File: config.mk
export PLATFORM = sky130hd
export DESIGN_NAME = cursor_ctrl
export DESIGN_NICKNAME = d
export VERILOG_FILES = /design/src/rtl/cursor_ctrl.sv
export SDC_FILE = /design/constraint.sdc
export NUM_CORES = 1
export LEC_CHECK = 0
export BUFFER_PORTS_ARGS = -buffer_cell sky130_fd_sc_hd__buf_2
export CORE_MARGIN = 1.5
export CORE_UTILIZATION = 60
export CTS_CLUSTER_DIAMETER = 80
export DETAILED_ROUTE_END_ITERATION = 8
export GPL_ROUTABILITY_DRIVEN = 0
export PLACE_DENSITY = 0.89
export SYNTH_ARGS = -nofsm -noshare
export SYNTH_HDL_FRONTEND = slang
export SYNTH_SLANG_ARGS = --single-unit
File: constraint.sdc
create_clock -name clk_in -period 5.8 [get_ports clk_in]
set_input_delay 0.87 -clock clk_in [delete_from_list [all_inputs] [get_ports clk_in]]
set_output_delay 0.87 -clock clk_in [all_outputs]
set_load 0.02 [all_outputs]
File: src/rtl/cursor_ctrl.sv
// cursor_ctrl: turns debounced direction, colour and width buttons into a
// clamped cursor position, a colour index and a stroke-width index.
// Direction buttons move the cursor on press. Holding a direction repeats
// the move after a delay, at a fixed period, and the step keeps doubling
// up to a ceiling. Colour and width step up or down on button press and
// wrap around at both ends.
module cursor_ctrl #(
    parameter int H_PIX         = 640,
    parameter int V_PIX         = 360,
    parameter int STEP          = 5,
    parameter int STEP_MAX      = 40,
    parameter int ACCEL_REPEATS = 8,
    parameter int REPEAT_DELAY  = 2_000_000,
    parameter int REPEAT_PERIOD = 500_000,
    parameter int NUM_COLORS    = 16,
    parameter int NUM_WIDTHS    = 8,
    localparam int XW = $clog2(H_PIX),
    localparam int YW = $clog2(V_PIX),
    localparam int CW = $clog2(NUM_COLORS),
    localparam int SW = $clog2(NUM_WIDTHS)
) (
    input  logic          clk_in,
    input  logic          rst_n_in,
    input  logic [3:0]    pos_con_in,
    input  logic [1:0]    col_con_in,
    input  logic [1:0]    sw_con_in,
    output logic [XW-1:0] cursor_loc_x,
    output logic [YW-1:0] cursor_loc_y,
    output logic [CW-1:0] cursor_color,
    output logic [SW-1:0] stroke_width,
    output logic          moved_out,
    output logic [7:0]    cur_step_out
);

    // One counter serves both the initial delay and the repeat period, so
    // it is sized for the larger of the two.
    localparam int CNT_MAX = (REPEAT_DELAY > REPEAT_PERIOD) ? REPEAT_DELAY : REPEAT_PERIOD;
    localparam int CNTW    = $clog2(CNT_MAX + 1);
    localparam int RW      = $clog2(ACCEL_REPEATS + 1);

    localparam logic [CNTW-1:0] DELAY_LAST  = CNTW'(REPEAT_DELAY - 1);
    localparam logic [CNTW-1:0] PERIOD_LAST = CNTW'(REPEAT_PERIOD - 1);
    localparam logic [RW-1:0]   ACCEL_LAST  = RW'(ACCEL_REPEATS - 1);
    localparam logic [7:0]      STEP_INIT   = 8'(STEP);
    localparam logic [8:0]      STEP_CEIL   = 9'(STEP_MAX);

    // Move sums are formed one bit wider than either operand so that an
    // overshoot past the far edge is visible before clamping.
    localparam int XAW = ((XW > 8) ? XW : 8) + 1;
    localparam int YAW = ((YW > 8) ? YW : 8) + 1;
    localparam logic [XAW-1:0] X_LAST = XAW'(H_PIX - 1);
    localparam logic [YAW-1:0] Y_LAST = YAW'(V_PIX - 1);

    localparam logic [CW-1:0] COL_LAST = CW'(NUM_COLORS - 1);
    localparam logic [SW-1:0] SW_LAST  = SW'(NUM_WIDTHS - 1);

    typedef enum logic [1:0] {
        S_IDLE,
        S_DELAY,
        S_REPEAT
    } state_t;

    // Hold state machine registers
    state_t          r_state;
    logic [3:0]      r_pat;
    logic [CNTW-1:0] r_cnt;
    logic [RW-1:0]   r_rep;
    logic [7:0]      r_step;
    logic            r_pos_blk;

    // Output and edge-history registers
    logic [XW-1:0]   r_x;
    logic [YW-1:0]   r_y;
    logic            r_moved;
    logic [CW-1:0]   r_col;
    logic [SW-1:0]   r_sw;
    logic [1:0]      r_col_hist;
    logic [1:0]      r_col_mask;
    logic [1:0]      r_sw_hist;
    logic [1:0]      r_sw_mask;

    logic            w_pat_nz;
    logic            w_new_press;
    logic            w_move;
    logic [7:0]      w_move_step;
    logic [8:0]      w_step_x2;
    logic [7:0]      w_step_dbl;

    logic            w_up;
    logic            w_down;
    logic            w_right;
    logic            w_left;

    logic [XAW-1:0]  w_x_ext;
    logic [XAW-1:0]  w_x_stp;
    logic [XAW-1:0]  w_x_sum;
    logic [XAW-1:0]  w_x_dif;
    logic [YAW-1:0]  w_y_ext;
    logic [YAW-1:0]  w_y_stp;
    logic [YAW-1:0]  w_y_sum;
    logic [YAW-1:0]  w_y_dif;
    logic [XW-1:0]   w_x_next;
    logic [YW-1:0]   w_y_next;

    logic [1:0]      w_col_rise;
    logic [1:0]      w_sw_rise;
    logic [CW-1:0]   w_col_next;
    logic [SW-1:0]   w_sw_next;

    // A new nonzero pattern always restarts the hold. r_pat is cleared in
    // IDLE, so the first press counts as a new pattern too. r_pos_blk stops
    // a direction that was held through reset from moving the cursor until
    // every direction button has been released.
    assign w_pat_nz    = |pos_con_in;
    assign w_new_press = w_pat_nz && (pos_con_in != r_pat) && !r_pos_blk;

    assign w_step_x2  = {r_step, 1'b0};
    assign w_step_dbl = (w_step_x2 > STEP_CEIL) ? STEP_CEIL[7:0] : w_step_x2[7:0];

    // Decide whether a move happens in this cycle and what step it uses
    always_comb begin
        w_move      = 1'b0;
        w_move_step = r_step;
        if (w_new_press) begin
            w_move      = 1'b1;
            w_move_step = STEP_INIT;
        end else if (w_pat_nz && (r_state == S_DELAY) && (r_cnt == DELAY_LAST)) begin
            w_move = 1'b1;
        end else if (w_pat_nz && (r_state == S_REPEAT) && (r_cnt == PERIOD_LAST)) begin
            w_move = 1'b1;
        end
    end

    // Hold FSM: press, wait for the delay, repeat at the period, and double
    // the step after each ACCEL_REPEATS repeat moves
    always_ff @(posedge clk_in) begin
        if (!rst_n_in) begin
            r_state   <= S_IDLE;
            r_pat     <= '0;
            r_cnt     <= '0;
            r_rep     <= '0;
            r_step    <= STEP_INIT;
            r_pos_blk <= w_pat_nz;
        end else if (!w_pat_nz) begin
            r_state   <= S_IDLE;
            r_pat     <= '0;
            r_cnt     <= '0;
            r_rep     <= '0;
            r_step    <= STEP_INIT;
            r_pos_blk <= 1'b0;
        end else if (w_new_press) begin
            r_state <= S_DELAY;
            r_pat   <= pos_con_in;
            r_cnt   <= '0;
            r_rep   <= '0;
            r_step  <= STEP_INIT;
        end else begin
            case (r_state)
                S_DELAY: begin
                    if (r_cnt == DELAY_LAST) begin
                        r_state <= S_REPEAT;
                        r_cnt   <= '0;
                        if (r_rep == ACCEL_LAST) begin
                            r_rep  <= '0;
                            r_step <= w_step_dbl;
                        end else begin
                            r_rep <= r_rep + RW'(1);
                        end
                    end else begin
                        r_cnt <= r_cnt + CNTW'(1);
                    end
                end
                S_REPEAT: begin
                    if (r_cnt == PERIOD_LAST) begin
                        r_cnt <= '0;
                        if (r_rep == ACCEL_LAST) begin
                            r_rep  <= '0;
                            r_step <= w_step_dbl;
                        end else begin
                            r_rep <= r_rep + RW'(1);
                        end
                    end else begin
                        r_cnt <= r_cnt + CNTW'(1);
                    end
                end
                default: begin
                    // IDLE with the blocked pattern still held: wait for release
                end
            endcase
        end
    end

    // Opposing buttons on the same axis cancel out
    assign w_up    = pos_con_in[0] & ~pos_con_in[1];
    assign w_down  = pos_con_in[1] & ~pos_con_in[0];
    assign w_right = pos_con_in[2] & ~pos_con_in[3];
    assign w_left  = pos_con_in[3] & ~pos_con_in[2];

    assign w_x_ext = XAW'(r_x);
    assign w_x_stp = XAW'(w_move_step);
    assign w_x_sum = w_x_ext + w_x_stp;
    assign w_x_dif = w_x_ext - w_x_stp;
    assign w_y_ext = YAW'(r_y);
    assign w_y_stp = YAW'(w_move_step);
    assign w_y_sum = w_y_ext + w_y_stp;
    assign w_y_dif = w_y_ext - w_y_stp;

    // Next position, clamped to the visible area on both axes
    always_comb begin
        w_x_next = r_x;
        w_y_next = r_y;
        if (w_move && w_right) begin
            w_x_next = (w_x_sum > X_LAST) ? X_LAST[XW-1:0] : w_x_sum[XW-1:0];
        end else if (w_move && w_left) begin
            w_x_next = (w_x_ext <= w_x_stp) ? '0 : w_x_dif[XW-1:0];
        end
        if (w_move && w_down) begin
            w_y_next = (w_y_sum > Y_LAST) ? Y_LAST[YW-1:0] : w_y_sum[YW-1:0];
        end else if (w_move && w_up) begin
            w_y_next = (w_y_ext <= w_y_stp) ? '0 : w_y_dif[YW-1:0];
        end
    end

    // Position registers. moved_out reports only real changes, so a move
    // that is clamped to the same place does not pulse.
    always_ff @(posedge clk_in) begin
        if (!rst_n_in) begin
            r_x     <= '0;
            r_y     <= '0;
            r_moved <= 1'b0;
        end else begin
            r_x     <= w_x_next;
            r_y     <= w_y_next;
            r_moved <= (w_x_next != r_x) || (w_y_next != r_y);
        end
    end

    // A masked bit is one that was held through reset. It never produces
    // an edge until it has been released once.
    assign w_col_rise = col_con_in & ~r_col_hist & ~r_col_mask;
    assign w_sw_rise  = sw_con_in & ~r_sw_hist & ~r_sw_mask;

    // Colour and width step by one on a single press and wrap at both ends.
    // Simultaneous up and down presses cancel.
    always_comb begin
        w_col_next = r_col;
        w_sw_next  = r_sw;
        if (w_col_rise == 2'b01) begin
            w_col_next = (r_col == COL_LAST) ? '0 : r_col + CW'(1);
        end else if (w_col_rise == 2'b10) begin
            w_col_next = (r_col == '0) ? COL_LAST : r_col - CW'(1);
        end
        if (w_sw_rise == 2'b01) begin
            w_sw_next = (r_sw == SW_LAST) ? '0 : r_sw + SW'(1);
        end else if (w_sw_rise == 2'b10) begin
            w_sw_next = (r_sw == '0) ? SW_LAST : r_sw - SW'(1);
        end
    end

    // Colour and width registers with their edge history
    always_ff @(posedge clk_in) begin
        if (!rst_n_in) begin
            r_col      <= '0;
            r_sw       <= '0;
            r_col_hist <= '0;
            r_sw_hist  <= '0;
            r_col_mask <= col_con_in;
            r_sw_mask  <= sw_con_in;
        end else begin
            r_col      <= w_col_next;
            r_sw       <= w_sw_next;
            r_col_hist <= col_con_in;
            r_sw_hist  <= sw_con_in;
            r_col_mask <= r_col_mask & col_con_in;
            r_sw_mask  <= r_sw_mask & sw_con_in;
        end
    end

    assign cursor_loc_x = r_x;
    assign cursor_loc_y = r_y;
    assign cursor_color = r_col;
    assign stroke_width = r_sw;
    assign moved_out    = r_moved;
    assign cur_step_out = r_step;

endmodule

==> metrics, run 1 <==
Switch Pwr=608 uW; min cycle time layout=4.98 ns; total congestion overflow after global routing=0; Hold/Removal Path Class=reg -> reg; Power Total=roughly 1.6 mW; # DRC=0; maximum fanout along the worst path=15; total core area=10200 um2; drt initial violations=594; main flop type after synthesis=dfxtp_1; number of distinct standard cells referenced by the synthesized netlist=90; hold buffer count at CTS=0; endpoint of the most critical setup path=moved_out; critical path's largest stage delay=0.81 ns; Rows=37; Via Count=6262; category of the worst setup path launch point=input port; internal power contribution=1.01 mW; Worst Setup End Kind=flop; clock transition at the registers of the reported paths=around 0.08 ns; number of antenna violations at the first check in global routing=0; via-per-instance ratio=6.46; logic depth of the worst path, buffers included=17; number of nets in the finished design=890; Final Setup Violations=0; final max-slew violation count=0; Hold Vio Cnt, Final=0; Cell Chain, Critical Path=buf_2 -> xnor2_1 -> a41o_1 -> nand2b_1 -> nand2b_1 -> ha_1 -> inv_1 -> fa_1 -> nand2b_1 -> a211oi_2 -> o31ai_1 -> nor2_1 -> a21oi_1 -> a2111o_1 -> o2111ai_1 -> nor4_1 -> a41oi_1; post-synthesis net count=a little under 900; number of buffers inserted during clock tree synthesis=9; source of the critical timing path=pos_con_in[3]; Worst-Skew Late Latency=0.35 ns; Crit Path Class=in -> reg; slew margin rel.=37.0%; Num Clock Sinks=between 70 and 80; Period Utilization, post-route=85.9%; Die Footprint=11100 um2; post-cts repair resize count=0; postcts setup bufs=0; category of cells accounting for the largest share of critical-path delay=compound AO/OA/AOI/OAI gates; clock root buffer master=clkbuf_8; remaining number of nets flagged by the antenna check after routing=0; most area-consuming cells after synthesis=dfxtp_1 (24%), ha_1 (9.4%), nor2_1 (6.5%); vertical die dimension=around 110 um; reg-to-reg slack, setup=1.15 ns; sequential share of power=37.6%; highest-delay cell along the critical path=o31ai_1; end-of-flow core utilization=about two thirds; Routed WL=17100 um; Total GRT Usage=31.2%; Synth Register Bits=75; share of the synthesized area in the top cell type=a little under a quarter; worst reg2reg endpoint=moved_out; unrepaired setup endpoints after global routing=false; required time of the critical path=around 6 ns; Worst VDD drop=around 170 uV; number of cells produced by synthesis=around 800; CP Buf/Inv Count=2; final setup TNS=0 ns; mean post-synth cell area=7.82 um2; first-pass GRT wire length=28100 um; commonest non-fill, non-tap cell in the layout=nor2_1; async set or reset register ratio after synthesis=0%; cell area after technology mapping=6290 um2; most frequent cells in the layout=nor2_1 (109), dfxtp_1 (74), nand2_1 (65), a21oi_1 (63), ha_1 (47); relative area change from synthesis to final layout=7.28%; WP data arrival=5.17 ns; maximum number of buffers from clock root to sink=2; Clk network pwr share=26.7%; sequential share of the synthesized area=about a quarter; relative contribution of combinational cells to total power=35.7%; outcome=completed; detailed-route wire length per cell=17.7 um; power per unit of standard cell area=239 nW/um2; measured slew at the worst slew-check pin=0.937 ns; H-tree levels=3; number of warnings reported in the yosys synthesis log=0; Post-synth EDFFs=1; via count of the first global-routing pass=5949; post-synthesis cell type with the largest combined area=dfxtp_1; Register-to-Register Path Depth=15; cell seen most often among critical-path stages=nand2b_1; Initial Utilization=61.5%; Cell Count Post-Placement=954; final instance count without filler cells=around 970; reported max-cap violation count=0; total leakage power=~2.8 nW; share of final-layout standard cells stronger than drive strength 1=10.4%; Die Width=105 um; number of top-level pins=45; CTS tree=built; Ant. Diodes=0; pin count of the biggest net entering global routing=22; Worst Clk Skew=0.00911 ns; Port-buffer cells=44; maximum frequency from static timing analysis=201 MHz; Pre-antenna DRT Iters=8; total half-perimeter wirelength after legalization and detailed placement=12900 um; switching portion of total power=between 30% and 40%; launching point of the worst reg2reg path=r_pos_blk
[area by class of cell]
| class | instances | area [um2] |
|---|---|---|
| fillers | 891 | 3490 |
| clock inverters | 5 | 78.8 |
| multi-input cells | 655 | 4460 |
| inverters | 41 | 154 |
| repair buffers | 47 | 243 |
| clock buffers | 10 | 128 |
| flip-flops and latches | 75 | 1510 |
| well taps | 136 | 170 |
[how the worst min path moves through the flow]
stage / from / endpoint / slack [ns] / depth (start not counted)
2_1_floorplan: r_col_mask[1] / r_col_mask[1] / 0.43 / 1
3_3_place_gp: r_sw_mask[1] / r_sw_mask[1] / 0.44 / 1
3_5_place_dp: r_sw_mask[1] / r_sw_mask[1] / 0.44 / 1
4_1_cts: r_sw_mask[1] / r_sw_mask[1] / 0.46 / 1
5_1_grt: r_col_mask[0] / r_col_mask[0] / 0.48 / 1
6_report: r_sw_mask[1] / r_sw_mask[1] / 0.45 / 1
[worst reg2reg max path: stages, from the launching register on]
cell and delay (ns):
edfxtp_1 0.52, a41o_1 0.31, nand2b_1 0.32, nand2b_1 0.31, ha_1 0.20, inv_1 0.07
fa_1 0.41, nand2b_1 0.15, a211oi_2 0.11, o31ai_1 0.81, nor2_1 0.26, a21oi_1 0.24
a2111o_1 0.13, o2111ai_1 0.13, nor4_1 0.35, a41oi_1 0.18
[Yosys cell counts (5+ instances only)]
cell type,n
nand2b_1,19
dfxtp_1,74
ha_1,47
a21oi_1,63
xor2_1,19
nor3_1,21
a21o_1,5
nor3b_1,7
mux2i_1,7
buf_2,12
a211o_1,8
nor2b_1,15
xnor2_1,27
clkbuf_1,15
a31oi_1,5
o22ai_1,5
nand4b_1,5
nand3_1,22
a211oi_1,8
o21a_1,8
or3_1,11
nor2_1,109
o211ai_1,9
and2_1,11
o21ai_0,33
nand4_1,11
nor4_1,5
o31a_1,5
o31ai_1,6
nand2_1,65
inv_1,39
and3_1,7
[stage by stage]
stage	worst slack [ns]	instance area (um2)	hold slack, ns
after floorplan	1.17	6290	0.429
after global placement	0.800	6540	0.436
after detailed placement	0.649	6540	0.444
after CTS	0.955	6750	0.462
after global routing	0.580	6750	0.481
final	0.815	6750	0.455
[layer usage]
| layer | up-vias | global-route usage, % | routed length (um) |
|---|---|---|---|
| li1 | 2969 | - | - |
| met1 | 2841 | 39.4 | 7070 |
| met2 | 344 | 49.0 | 7640 |
| met3 | 108 | 7.36 | 1480 |
| met4 | 0 | 16.8 | 933 |
| met5 | - | 0 | 0 |
[power by group through the flow]
stage	sequential, mW	clock [mW]	combinational [mW]
6_report	0.606	0.431	0.577
4_1_cts	0.603	0.439	0.558
2_1_floorplan	0.619	0	0.409
3_3_place_gp	0.614	0	0.544
5_1_grt	0.610	0.457	0.625
3_5_place_dp	0.615	0	0.554
[logic make-up (layout without fill, tap and decap cells)]
family / count (synthesis) / count (layout) / share of synthesized area [%]
multiplexers: 9 / 9 / 1.47
adder cells (fa/ha/maj): 51 / 51 / 10.6
buffers and inverters: 74 / 103 / 5.01
AND/OR/NAND/NOR: 331 / 331 / 27.1
AO/OA/AOI/OAI: 218 / 218 / 25.3
flip-flops: 75 / 75 / 24.0
XOR/XNOR: 46 / 46 / 6.41
[sequential cells by signal, summed over array words and instances, names as in the netlist]
name	count
r_cnt	21
cursor_loc_x	10
cursor_loc_y	9
cur_step_out	8
cursor_color	4
r_pat	4
r_rep	4
stroke_width	3
r_col_hist	2
r_col_mask	2
r_state	2
r_sw_hist	2
r_sw_mask	2
moved_out	1
r_pos_blk	1
(Power assumes the default switching activity.)
==> run 2: changes to the inputs <==
- ABC_CLOCK_PERIOD_IN_PS: default -> 5800
- PLACE_DENSITY: 0.89 -> default
- PLACE_DENSITY_LB_ADDON: default -> 0.12
==> metrics, run 2 (synthesis results as in run 1) <==
first-pass GRT wire length=roughly 28000 um; total routed wire length on the met1 layer=7290 um; hold_sp=r_sw_mask[1]; Register-to-Register Path Depth=15; met3 routed WL=1590 um; Die Footprint=around 11000 um2; reported max-cap violation count=0; total leakage power=2.76 nW; Die Width=105 um; maximum frequency from static timing analysis=203 MHz; min cycle time layout=4.93 ns; number of top-level pins=45; post-cts repair resize count=0; register containing the most flip-flops in the final layout=r_cnt; Final Setup Violations=0; pin count of the biggest net entering global routing=22; number of antenna violations at the first check in global routing=0; Crit Path Class=in -> reg; launching point of the worst reg2reg path=r_pos_blk; final instance count without filler cells=969; hold buffer count at CTS=0; wire length on met2=between 7000 and 8000 um; Rows=37; Hold/Removal Path Class=reg -> reg; final setup TNS=0 ns; required time of the critical path=6.00 ns; Hold Vio Cnt, Final=0; Ant. Diodes=0; Worst VDD drop=236 uV; measured slew at the worst slew-check pin=around 0.99 ns; Worst Clk Skew=approximately 0.011 ns; clock root buffer master=clkbuf_8; Worst-Skew Late Latency=0.36 ns; commonest non-fill, non-tap cell in the layout=nor2_1; via-per-instance ratio=6.49; max reg flops=21; share of final-layout standard cells stronger than drive strength 1=10.6%; remaining number of nets flagged by the antenna check after routing=0; WHS Endpoint=r_sw_mask[1]; clock transition at the registers of the reported paths=0.08 ns; Num Clock Sinks=75; relative area change from synthesis to final layout=7.32%; total core area=about 10000 um2; WP data arrival=5.13 ns; maximum number of buffers from clock root to sink=2; total congestion overflow after global routing=0; vertical die dimension=around 110 um; most frequent cells in the layout=nor2_1 (109), dfxtp_1 (74), nand2_1 (65), a21oi_1 (63), ha_1 (47); outcome=completed; worst reg2reg endpoint=moved_out; detailed-route wire length per cell=18.0 um; drt initial violations=796; maximum fanout along the worst path=15; Pre-antenna DRT Iters=6; # DRC=0; Period Utilization, post-route=between 80% and 90%; Initial Utilization=61.5%; number of nets in the finished design=889; Via Count=6285; Port-buffer cells=44; postcts setup bufs=0; power per unit of standard cell area=242 nW/um2; CTS tree=built; H-tree levels=3; Routed WL=approximately 17000 um; Total GRT Usage=31.9%; final max-slew violation count=0; slew margin rel.=roughly a third; Cell Count Post-Placement=about 950; uppermost routed layer=met4; via count of the first global-routing pass=around 5900; cell depth of the worst hold path=1; reg-to-reg slack, setup=around 1.3 ns; Worst Setup End Kind=flop; category of the worst setup path launch point=input port; unrepaired setup endpoints after global routing=false; total half-perimeter wirelength after legalization and detailed placement=13300 um; number of buffers inserted during clock tree synthesis=9
## run 2: cell count changes in the layout (fill, tap and decap cells not counted), sizes merged
cell	previous run	this run
clkbuf	10	9
clkinv	4	6
buf	47	46
## run 2: critical path, stage by stage
cell	delay, ns
buf_2	0.23
xnor2_1	0.15
a41o_1	0.26
nand2b_1	0.36
nand2b_1	0.25
ha_1	0.29
fa_1	0.46
a211oi_4	0.29
o31ai_2	0.12
a221oi_4	0.35
xnor2_1	0.16
o21a_2	0.18
o32ai_1	0.35
xnor2_1	0.19
o2111ai_1	0.14
nor4_1	0.31
a41oi_1	0.14
## run 2: worst max-delay path by stage
| stage | from | endpoint | cells after the start |
|---|---|---|---|
| detailed placement | pos_con_in[2] | moved_out | 17 |
| global route | pos_con_in[3] | moved_out | 17 |
| floorplan | pos_con_in[0] | moved_out | 20 |
| finish | pos_con_in[3] | moved_out | 17 |
| global placement | pos_con_in[3] | moved_out | 17 |
| CTS | pos_con_in[2] | moved_out | 17 |
## run 2: through the flow
stage	power (mW)	setup slack, ns	hold slack, ns	util (%)	cell area [um2]
finish	1.63	0.872	0.458	66.0	6750
global route	1.71	0.637	0.484	66.0	6750
CTS	1.62	0.944	0.460	66.0	6750
detailed placement	1.17	0.568	0.442	63.8	6530
global placement	1.16	0.748	0.435	63.8	6530
floorplan	1.03	1.17	0.429	-	6290
## run 2: report_power, final
group | internal (mW) | switching (mW)
sequential | 0.547 | 0.0570
clock | 0.241 | 0.205
combinational | 0.220 | 0.361
## run 2: area by class of cell
class | count | area (um2)
clock buffers | 9 | 124
clock inverters | 7 | 92.6
fillers | 898 | 3480
inverters | 41 | 154
multi-input cells | 655 | 4460
flip-flops and latches | 75 | 1510
well taps | 136 | 170
repair buffers | 46 | 235
## run 2: metal layers
metal  track usage (%)  up-vias
met5                 0        -
met4              15.4        0
met3              6.49       81
met2              51.4      330
met1              40.9     2916
li1                  -     2958
